[config.mk]
export PLATFORM = sky130hd
export DESIGN_NAME = line_cmd_arbiter
export DESIGN_NICKNAME = d
export VERILOG_FILES = /design/src/rtl/line_arb_pkg.sv /design/src/rtl/line_cmd_arbiter_rr_arbiter.sv /design/src/rtl/line_cmd_arbiter.sv
export SDC_FILE = /design/constraint.sdc
export NUM_CORES = 1
export LEC_CHECK = 0
export CAP_MARGIN = 40
export CORE_MARGIN = 4
export CORE_UTILIZATION = 34
export DETAILED_ROUTE_END_ITERATION = 7
export PLACE_DENSITY = 0.74
export SLEW_MARGIN = 20
export SYNTH_ARGS = -nofsm -noshare
export SYNTH_HDL_FRONTEND = slang
export SYNTH_SLANG_ARGS = --single-unit
export TNS_END_PERCENT = 5
[constraint.sdc]
create_clock -name clk -period 3.5 [get_ports clk]
set_input_delay 0.7 -clock clk [delete_from_list [all_inputs] [get_ports clk]]
set_output_delay 0.7 -clock clk [all_outputs]
set_load 0.005 [all_outputs]
[src/rtl/line_arb_pkg.sv]
// Shared types for the line command arbiter.
//   line_cmd_t  : one line request {x0, y0, x1, y1, color}
//   arb_state_e : arbiter FSM states
// X_W / Y_W are the default coordinate widths used by line_cmd_t.
package line_arb_pkg;

    localparam int unsigned X_W = 10;
    localparam int unsigned Y_W = 9;

    typedef struct packed {
        logic [X_W-1:0] x0;
        logic [Y_W-1:0] y0;
        logic [X_W-1:0] x1;
        logic [Y_W-1:0] y1;
        logic           color;
    } line_cmd_t;

    typedef enum logic [1:0] {
        IDLE  = 2'd0,
        START = 2'd1,
        DRAW  = 2'd2,
        ACK   = 2'd3
    } arb_state_e;

endpackage

[src/rtl/line_cmd_arbiter_rr_arbiter.sv]
// Round-robin pick: first set request at or after ptr, wrapping NUM_REQ-1 -> 0.
// Purely combinational; the caller owns and advances ptr.
// Ports:
//   req   in  NUM_REQ  request vector
//   ptr   in  IDX_W    highest-priority index
//   grant out NUM_REQ  one-hot grant (all zero when no request)
//   idx   out IDX_W    index of the granted request
//   valid out 1        at least one request present
module rr_arbiter #(
    parameter  int unsigned NUM_REQ = 2,
    localparam int unsigned IDX_W   = $clog2(NUM_REQ)
) (
    input  logic [NUM_REQ-1:0] req,
    input  logic [IDX_W-1:0]   ptr,
    output logic [NUM_REQ-1:0] grant,
    output logic [IDX_W-1:0]   idx,
    output logic               valid
);

    logic [IDX_W-1:0] cand;

    // Scan from ptr upward; the first hit wins.
    always_comb begin
        grant = '0;
        idx   = '0;
        valid = 1'b0;
        cand  = '0;
        for (int unsigned i = 0; i < NUM_REQ; i++) begin
            if (!valid) begin
                cand = IDX_W'((32'(ptr) + i) % NUM_REQ);
                if (req[cand]) begin
                    grant[cand] = 1'b1;
                    idx         = cand;
                    valid       = 1'b1;
                end
            end
        end
    end

endmodule

[src/rtl/line_cmd_arbiter.sv]
// Shares one line_drawer between NUM_REQ line-command requesters.
// Round-robin grant, command latch, one-cycle drawer start, wait for done,
// one-cycle ack to the winner.
// Optional feature: define LINE_ARB_TIMEOUT_EN to abort a line after TIMEOUT
// DRAW cycles and raise a sticky timeout_err.
// Ports:
//   clk, reset          clock, synchronous active-high reset
//   req / req_cmd       per-requester request and command
//   ack                 one-cycle completion pulse for the served requester
//   drw_start           one-cycle pulse to line_drawer tempReset
//   drw_x0..drw_y1      latched endpoints, drw_color latched color
//   drw_done            line_drawer done
//   busy                high outside IDLE
//   timeout_err         sticky abort flag (0 without LINE_ARB_TIMEOUT_EN)
module line_cmd_arbiter
    import line_arb_pkg::*;
#(
    parameter int unsigned NUM_REQ = 2,
    parameter int unsigned X_W     = line_arb_pkg::X_W,
    parameter int unsigned Y_W     = line_arb_pkg::Y_W,
    parameter int unsigned TIMEOUT = 1048576
) (
    input  logic                   clk,
    input  logic                   reset,
    input  logic [NUM_REQ-1:0]     req,
    input  line_cmd_t [NUM_REQ-1:0] req_cmd,
    output logic [NUM_REQ-1:0]     ack,
    output logic                   drw_start,
    output logic [X_W-1:0]         drw_x0,
    output logic [Y_W-1:0]         drw_y0,
    output logic [X_W-1:0]         drw_x1,
    output logic [Y_W-1:0]         drw_y1,
    output logic                   drw_color,
    input  logic                   drw_done,
    output logic                   busy,
    output logic                   timeout_err
);

    localparam int unsigned IDX_W = $clog2(NUM_REQ);

    if (NUM_REQ < 2 || TIMEOUT == 0) begin : g_bad_param
        $error("line_cmd_arbiter: NUM_REQ must be >= 2 and TIMEOUT > 0");
    end

    arb_state_e          state, state_nxt;
    logic [IDX_W-1:0]    ptr, ptr_nxt;
    logic [IDX_W-1:0]    win, win_nxt;
    logic [NUM_REQ-1:0]  win_oh, win_oh_nxt;
    logic [NUM_REQ-1:0]  ack_q, ack_nxt;
    line_cmd_t           cmd_q, cmd_nxt;
    logic                start_q, start_nxt;
    logic                busy_q, busy_nxt;
    logic                first_q, first_nxt;

    logic [NUM_REQ-1:0]  rr_grant;
    logic [IDX_W-1:0]    rr_idx;
    logic                rr_valid;

`ifdef LINE_ARB_TIMEOUT_EN
    localparam int unsigned CNT_W = $clog2(TIMEOUT) + 1;
    logic [CNT_W-1:0]    cnt, cnt_nxt;
    logic                terr, terr_nxt;
`endif

    rr_arbiter #(.NUM_REQ(NUM_REQ)) u_rr (
        .req   (req),
        .ptr   (ptr),
        .grant (rr_grant),
        .idx   (rr_idx),
        .valid (rr_valid)
    );

    // Next-state and next-output logic.
    always_comb begin
        state_nxt  = state;
        ptr_nxt    = ptr;
        win_nxt    = win;
        win_oh_nxt = win_oh;
        cmd_nxt    = cmd_q;
        first_nxt  = first_q;
`ifdef LINE_ARB_TIMEOUT_EN
        cnt_nxt    = cnt;
        terr_nxt   = terr;
`endif
        case (state)
            IDLE: begin
                if (rr_valid) begin
                    win_nxt    = rr_idx;
                    win_oh_nxt = rr_grant;
                    cmd_nxt    = req_cmd[rr_idx];
                    state_nxt  = START;
                end
            end
            START: begin
                first_nxt = 1'b1;
`ifdef LINE_ARB_TIMEOUT_EN
                cnt_nxt   = '0;
`endif
                state_nxt = DRAW;
            end
            DRAW: begin
                // First DRAW cycle may still see done from the previous line.
                first_nxt = 1'b0;
                if (drw_done && !first_q) begin
                    state_nxt = ACK;
                end
`ifdef LINE_ARB_TIMEOUT_EN
                else if (cnt == CNT_W'(TIMEOUT - 1)) begin
                    state_nxt = ACK;
                    terr_nxt  = 1'b1;
                end else begin
                    cnt_nxt = cnt + 1'b1;
                end
`endif
            end
            ACK: begin
                ptr_nxt   = (win == IDX_W'(NUM_REQ - 1)) ? '0 : win + 1'b1;
                state_nxt = IDLE;
            end
            default: state_nxt = IDLE;
        endcase

        // Registered outputs follow the state being entered.
        start_nxt = (state_nxt == START);
        busy_nxt  = (state_nxt != IDLE);
        ack_nxt   = (state_nxt == ACK) ? win_oh_nxt : '0;
    end

    always_ff @(posedge clk) begin
        if (reset) begin
            state   <= IDLE;
            ptr     <= '0;
            win     <= '0;
            win_oh  <= '0;
            ack_q   <= '0;
            cmd_q   <= '0;
            start_q <= 1'b0;
            busy_q  <= 1'b0;
            first_q <= 1'b0;
        end else begin
            state   <= state_nxt;
            ptr     <= ptr_nxt;
            win     <= win_nxt;
            win_oh  <= win_oh_nxt;
            ack_q   <= ack_nxt;
            cmd_q   <= cmd_nxt;
            start_q <= start_nxt;
            busy_q  <= busy_nxt;
            first_q <= first_nxt;
        end
    end

`ifdef LINE_ARB_TIMEOUT_EN
    always_ff @(posedge clk) begin
        if (reset) begin
            cnt  <= '0;
            terr <= 1'b0;
        end else begin
            cnt  <= cnt_nxt;
            terr <= terr_nxt;
        end
    end
    assign timeout_err = terr;
`else
    assign timeout_err = 1'b0;
`endif

    assign ack       = ack_q;
    assign drw_start = start_q;
    assign busy      = busy_q;
    assign drw_x0    = X_W'(cmd_q.x0);
    assign drw_y0    = Y_W'(cmd_q.y0);
    assign drw_x1    = X_W'(cmd_q.x1);
    assign drw_y1    = Y_W'(cmd_q.y1);
    assign drw_color = cmd_q.color;

endmodule
==> summary.md, run 1 <==
| Metric | Value |
|---|---|
| # H-tree levels | 2 |
| IO Count | 127 |
| Post-CTS Setup Inserts | 0 |
| Clock transition at the registers of the reported paths | 0.09 ns |
| GP Congestion | 0.795 |
| Final Setup Violations | 0 |
| CTS tree | done |
| Commonest non-fill, non-tap cell in the layout | clkdlybuf4s50_1 |
| CP Launch Type | primary input |
| Worst Clk Skew | 0.00937 ns |
| Max-Cap Viols | 0 |
| Vias per Instance | 5.64 |
| First-pass GRT wire length | 12100 µm |
| Pleak | 1.29 nW |
| Maximum clock frequency | 421 MHz |
| Via count of the first global-routing pass | 2512 |
| Area growth, synth to finish | 60.1% |
| Register area share after synthesis | 44.9% |
| IO buf count | 125 |
| CTS Buffer Depth | 2 |
| CP max stage delay | 0.63 ns |
| Antenna violations before repair | 0 |
| Setup Crit Path Kind | in2reg |
| Final Util | 56.2% |
| CTS buffer count | 5 |
| Chip Width | 89.0 µm |
| Area of the die | 7920 µm² |
| Unique masters post-synth | 28 |
| 1st-pass router iterations | 4 |
| Diodes inserted | 0 |
| Clk_lat worst skew | 0.30 ns |
| Placed cells | 451 |
| Mapped cell area | 2230 µm² |
| Cell Count, Final, Fillers Out | 457 |
| Detailed placer's ending HPWL | 5410 µm |
| Ratio of cells with drive above 1 in the final layout | 4.21% |
| Worst-path fanout max | 24 |
| #FFs+latches synth | 50 |
| Minimum clock period | 2.38 ns |
| Largest net degree at the start of global routing | 46 |
| Worst hold slack | 0.502 ns |
| Grt ovf | 0 |
| Initial DRC count | 170 |
| DR vias | 2577 |
| Syn_area_per_cell | 8.14 µm² |
| Cell area after layout | 3570 µm² |
| CTS Hold Bufs | 0 |
| Status | complete, no violations |
| TritonCTS Sinks | 50 |
| Initial core utilization | 35.1% |
| Yosys warning total | 0 |
| Core box area | 6350 µm² |
| Final net count | 468 |
| Post-Syn Instances | 274 |
| DRT antenna net count | 0 |
| Cts repair resizes | 0 |
| Final WL | 7890 µm |
| Die Ht | 89.0 µm |
| Slew at the pin with the worst max-slew slack | 0.771 ns |
| RSZ-0062 raised after global routing | false |
| Hold Fails Final Rpt | 0 |
| Pwr dens | 692 nW/µm² |
| CTS root buf | clkbuf_8 |
| Max-slew violation count | 0 |
| Final period util | 67.9% |
| Most frequent cells in the layout | clkdlybuf4s50_1 (124), dfxtp_1 (50), o21ai_1 (43) |
| Synthesized net count | 361 |
| Max_slew headroom | 48.6% |
| Area after DPL | 3490 µm² |
| Final setup TNS | 0 ns |
| Worst Hold Class | reg2reg |
| Wire per inst | 17.3 µm |
| Worst VDD drop | 0.434 mV |
| WP data required | 3.73 ns |
| WP data arrival | 2.60 ns |
| Row count | 29 |
| Crit. End Element | flip-flop |
| DRC | 0 |
| CP cell instances | clkdlybuf4s50_1 > nand2b_1 > buf_4 > a31oi_1 > a21oi_1 |
| Gr usage total | 19.3% |
| Worst path slowest cell | nand2b_1 |
[cell usage after synthesis (all sizes together)]
library cell | number | area share (%)
or2 | 1 | 0.28
o21bai | 1 | 0.34
a21oi | 40 | 9.0
inv | 6 | 1.0
ha | 4 | 2.2
dfxtp | 50 | 45
a211oi | 2 | 0.90
a32oi | 2 | 0.79
o21a | 1 | 0.34
nand2b | 2 | 0.56
o21ai | 79 | 18
and3 | 1 | 0.28
buf | 19 | 5.0
and2b | 1 | 0.34
nor2 | 6 | 1.0
conb | 1 | 0.17
and2 | 2 | 0.56
nor3b | 1 | 0.34
mux2i | 1 | 0.45
clkbuf | 12 | 2.0
a31oi | 40 | 11
nor4b | 1 | 0.39
nand2 | 1 | 0.17
[logic make-up after synthesis]
family / share of synthesized area (%)
mux: 0.449
fa+ha+maj: 2.24
compound gates: 40.3
flops: 44.9
other cells: 0.168
simple gates: 3.93
buf+inv: 8.02
[worst paths after layout]
check	slack (ns)	startpoint	to	cells after the start
worst max-delay path	1.12	req[0]	drw_x1[2]	5
worst min-delay path	0.50	win	win	2
worst max register to register	1.42	state[0]	drw_y0[2]	6
worst min register to register	0.50	win	win	2
[registers in the layout, indices dropped and copies added, names as in the netlist, 2 cells and up]
| name | cells |
|---|---|
| state | 2 |
| drw_y1 | 9 |
| drw_y0 | 9 |
| drw_x1 | 10 |
| drw_x0 | 10 |
| win_oh | 2 |
| ack | 2 |
[cell type report]
| type | count | area [µm²] |
|---|---|---|
| timing repair buffer | 131 | 1310 |
| fill | 583 | 2780 |
| clock buffer | 6 | 82.6 |
| sequential | 50 | 1000 |
| tap | 77 | 96.3 |
| inverter | 6 | 22.5 |
| multi-input combinational | 187 | 1060 |
[routing by layer]
layer,GRT usage (%),part of all wire (%),vias to the layer above
met4,6.77,1.6,0
li1,-,-,1217
met5,0,0,-
met1,24.2,41,1230
met2,32.7,49,119
met3,4.15,8.6,11
[per-stage QoR]
step / total power, W / setup WS [ns]
after floorplan: 0.00151 / 1.90
after global placement: 0.00210 / 0.843
after detailed placement: 0.00214 / 0.806
after CTS: 0.00248 / 1.12
after global routing: 0.00265 / 1.00
final: 0.00247 / 1.12
[worst max-delay path: cells and delay by family]
kind / cells / cell delay (ns)
and+or+nand+nor: 1 / 0.63
buffers and inverters: 2 / 0.96
AOI/OAI and AO/OA: 2 / 0.31
[power breakdown]
part | leakage, nW | total (W) | switching [W] | internal [W]
clock network | 0.0431 | 0.000331 | 0.000178 | 0.000153
logic | 0.833 | 0.00123 | 0.000582 | 0.000653
registers | 0.415 | 0.000905 | 0.000115 | 0.000790
total | 1.29 | 0.00247 | 0.000875 | 0.00159
No activity file was read; power rests on OpenSTA's default activity.
==> run 2: changes to the inputs <==
--- a/config.mk
+++ b/config.mk
@@ -9,7 +9,7 @@
 export CORE_MARGIN = 4
 export CORE_UTILIZATION = 34
 export DETAILED_ROUTE_END_ITERATION = 7
-export PLACE_DENSITY = 0.74
+export PLACE_DENSITY = 0.77
 export SLEW_MARGIN = 20
 export SYNTH_ARGS = -nofsm -noshare
 export SYNTH_HDL_FRONTEND = slang
==> constraint.sdc (replaced) <==
create_clock -name clk -period 2.15 [get_ports clk]
set_input_delay 0.43 -clock clk [delete_from_list [all_inputs] [get_ports clk]]
set_output_delay 0.43 -clock clk [all_outputs]
set_load 0.005 [all_outputs]
==> run 2 against run 1 <==
Compared with the run above: critical endpoint is now drw_x0[7]; via count fell by 1.6%; first-iteration DRC count fell by 35%; power rose by 62%; largest cell class unchanged; non-clock buffer count rose by 5; clock skew fell by 0.00074 ns; largest power group unchanged; die area did not move; utilization rose by 0.55 points.
==> summary.md, run 2 (synthesis results as in run 1) <==
| Metric | Value |
|---|---|
| Routing usage on met1 | 24.2% |
| Initial DRC count | 110 |
| Part of the power in combinational logic | 50.1% |
| R2R cell count | 6 |
| Final period util | 75.3% |
| Cts repair resizes | 0 |
| CTS root buf | clkbuf_8 |
| Most frequent cells in the layout | clkdlybuf4s50_1 (124), dfxtp_1 (50), o21ai_1 (43) |
| Hold Crit Depth | 2 |
| DR vias | 2535 |
| Largest net degree at the start of global routing | 41 |
| Clock power frac | 13.3% |
| # H-tree levels | 2 |
| Maximum clock frequency | 618 MHz |
| Diodes inserted | 0 |
| IO Count | 127 |
| Setup Crit Path Kind | in2reg |
| Hold Fails Final Rpt | 0 |
| Max-Cap Viols | 0 |
| CTS Buffer Depth | 2 |
| Reg-to-reg endpoint | drw_x0[2] |
| CTS Hold Bufs | 0 |
| Final setup TNS | 0 ns |
| DRT antenna net count | 0 |
| WP data required | 2.37 ns |
| 1st-pass router iterations | 5 |
| CP Launch Type | primary input |
| RSZ-0062 raised after global routing | false |
| Final net count | 473 |
| Final WL | 7570 µm |
| Row count | 29 |
| GP Congestion | 0.804 |
| IO buf count | 125 |
| DRC | 0 |
| Placed cells | 456 |
| Pleak | 1.31 nW |
| GRT busiest layer | met2 |
| Gr usage total | 18.4% |
| TritonCTS Sinks | 50 |
| Clk_lat worst skew | 0.29 ns |
| Status | complete, no violations |
| Reg-to-Reg Start | state[0] |
| Worst VDD drop | 0.566 mV |
| Hold_sp | win_oh[1] |
| Detailed placer's ending HPWL | 5310 µm |
| Die Ht | 89.0 µm |
| Clock transition at the registers of the reported paths | 0.08 ns |
| Int Pwr | 0.00261 W |
| CTS buffer count | 5 |
| Worst Hold Class | reg2reg |
| Area of the die | 7920 µm² |
| Grt ovf | 0 |
| Max-slew violation count | 0 |
| Minimum clock period | 1.62 ns |
| Final Setup Violations | 0 |
| Chip Width | 89.0 µm |
| Via count of the first global-routing pass | 2379 |
| Switch Pwr | 0.00139 W |
| CTS tree | done |
| Worst hold slack | 0.497 ns |
| GR Util met2 | 30.8% |
| Crit. End Element | flip-flop |
| Commonest non-fill, non-tap cell in the layout | clkdlybuf4s50_1 |
| Wire per inst | 16.4 µm |
| Global routing usage on met3 | 3.96% |
| Core box area | 6350 µm² |
| Initial core utilization | 35.1% |
| Reg power frac | 36.7% |
| Cell Count, Final, Fillers Out | 462 |
| Ratio of cells with drive above 1 in the final layout | 5.45% |
| First-pass GRT wire length | 11600 µm |
| WP data arrival | 1.83 ns |
| Worst Clk Skew | 0.00863 ns |
| Vias per Instance | 5.49 |
| Pwr dens | 1110 nW/µm² |
| Area growth, synth to finish | 61.7% |
| Max_slew headroom | 57.1% |
| Slew at the pin with the worst max-slew slack | 0.643 ns |
| WHS Endpoint | win_oh[1] |
| R2R setup slack | 0.55 ns |
| Antenna violations before repair | 0 |
| Net Sw Frac | 34.7% |
| Post-CTS Setup Inserts | 0 |
| Worst-path fanout max | 23 |
| Final Util | 56.8% |
## run 2: worst max-delay path by stage
stage / end / cells after the start / startpoint / slack [ns]
2_1_floorplan: drw_color / 7 / state[0] / 0.78
3_3_place_gp: drw_y0[2] / 5 / req[0] / 0.28
3_5_place_dp: drw_x0[7] / 5 / req[0] / 0.21
4_1_cts: drw_x0[7] / 5 / req[0] / 0.52
5_1_grt: drw_x0[2] / 6 / state[0] / 0.41
6_report: drw_x0[7] / 5 / req[0] / 0.53
## run 2: cell type report
| class | count | area, µm² |
|---|---|---|
| clock buffers | 6 | 82.6 |
| fillers | 583 | 2750 |
| inverters | 6 | 22.5 |
| multi-input cells | 187 | 1060 |
| flip-flops and latches | 50 | 1000 |
| well taps | 77 | 96.3 |
| repair buffers | 136 | 1340 |
## run 2: power by group through the flow
stage / combinational (W) / sequential, W / clock (W)
finish: 0.00201 / 0.00147 / 0.000532
global route: 0.00220 / 0.00151 / 0.000578
floorplan: 0.000970 / 0.00149 / 0
CTS: 0.00202 / 0.00147 / 0.000543
global placement: 0.00197 / 0.00148 / 0
detailed placement: 0.00201 / 0.00149 / 0
## run 2: per-layer routing
layer | up-vias | share of wire (%)
li1 | 1233 | -
met3 | 10 | 8.5
met1 | 1182 | 41
met5 | - | 0
met2 | 110 | 49
met4 | 0 | 1.4
## run 2: metrics by stage
stage | area [µm²] | setup WS, ns | power [W]
floorplan | 2230 | 0.777 | 0.00246
global placement | 3520 | 0.281 | 0.00345
detailed placement | 3520 | 0.211 | 0.00350
CTS | 3600 | 0.517 | 0.00404
global route | 3600 | 0.413 | 0.00429
finish | 3600 | 0.532 | 0.00401
## run 2: critical path: stages
cell and delay [ns]:
clkdlybuf4s50_1 0.65, and2b_1 0.19, buf_4 0.26, o21ai_0 0.13
a21oi_1 0.17
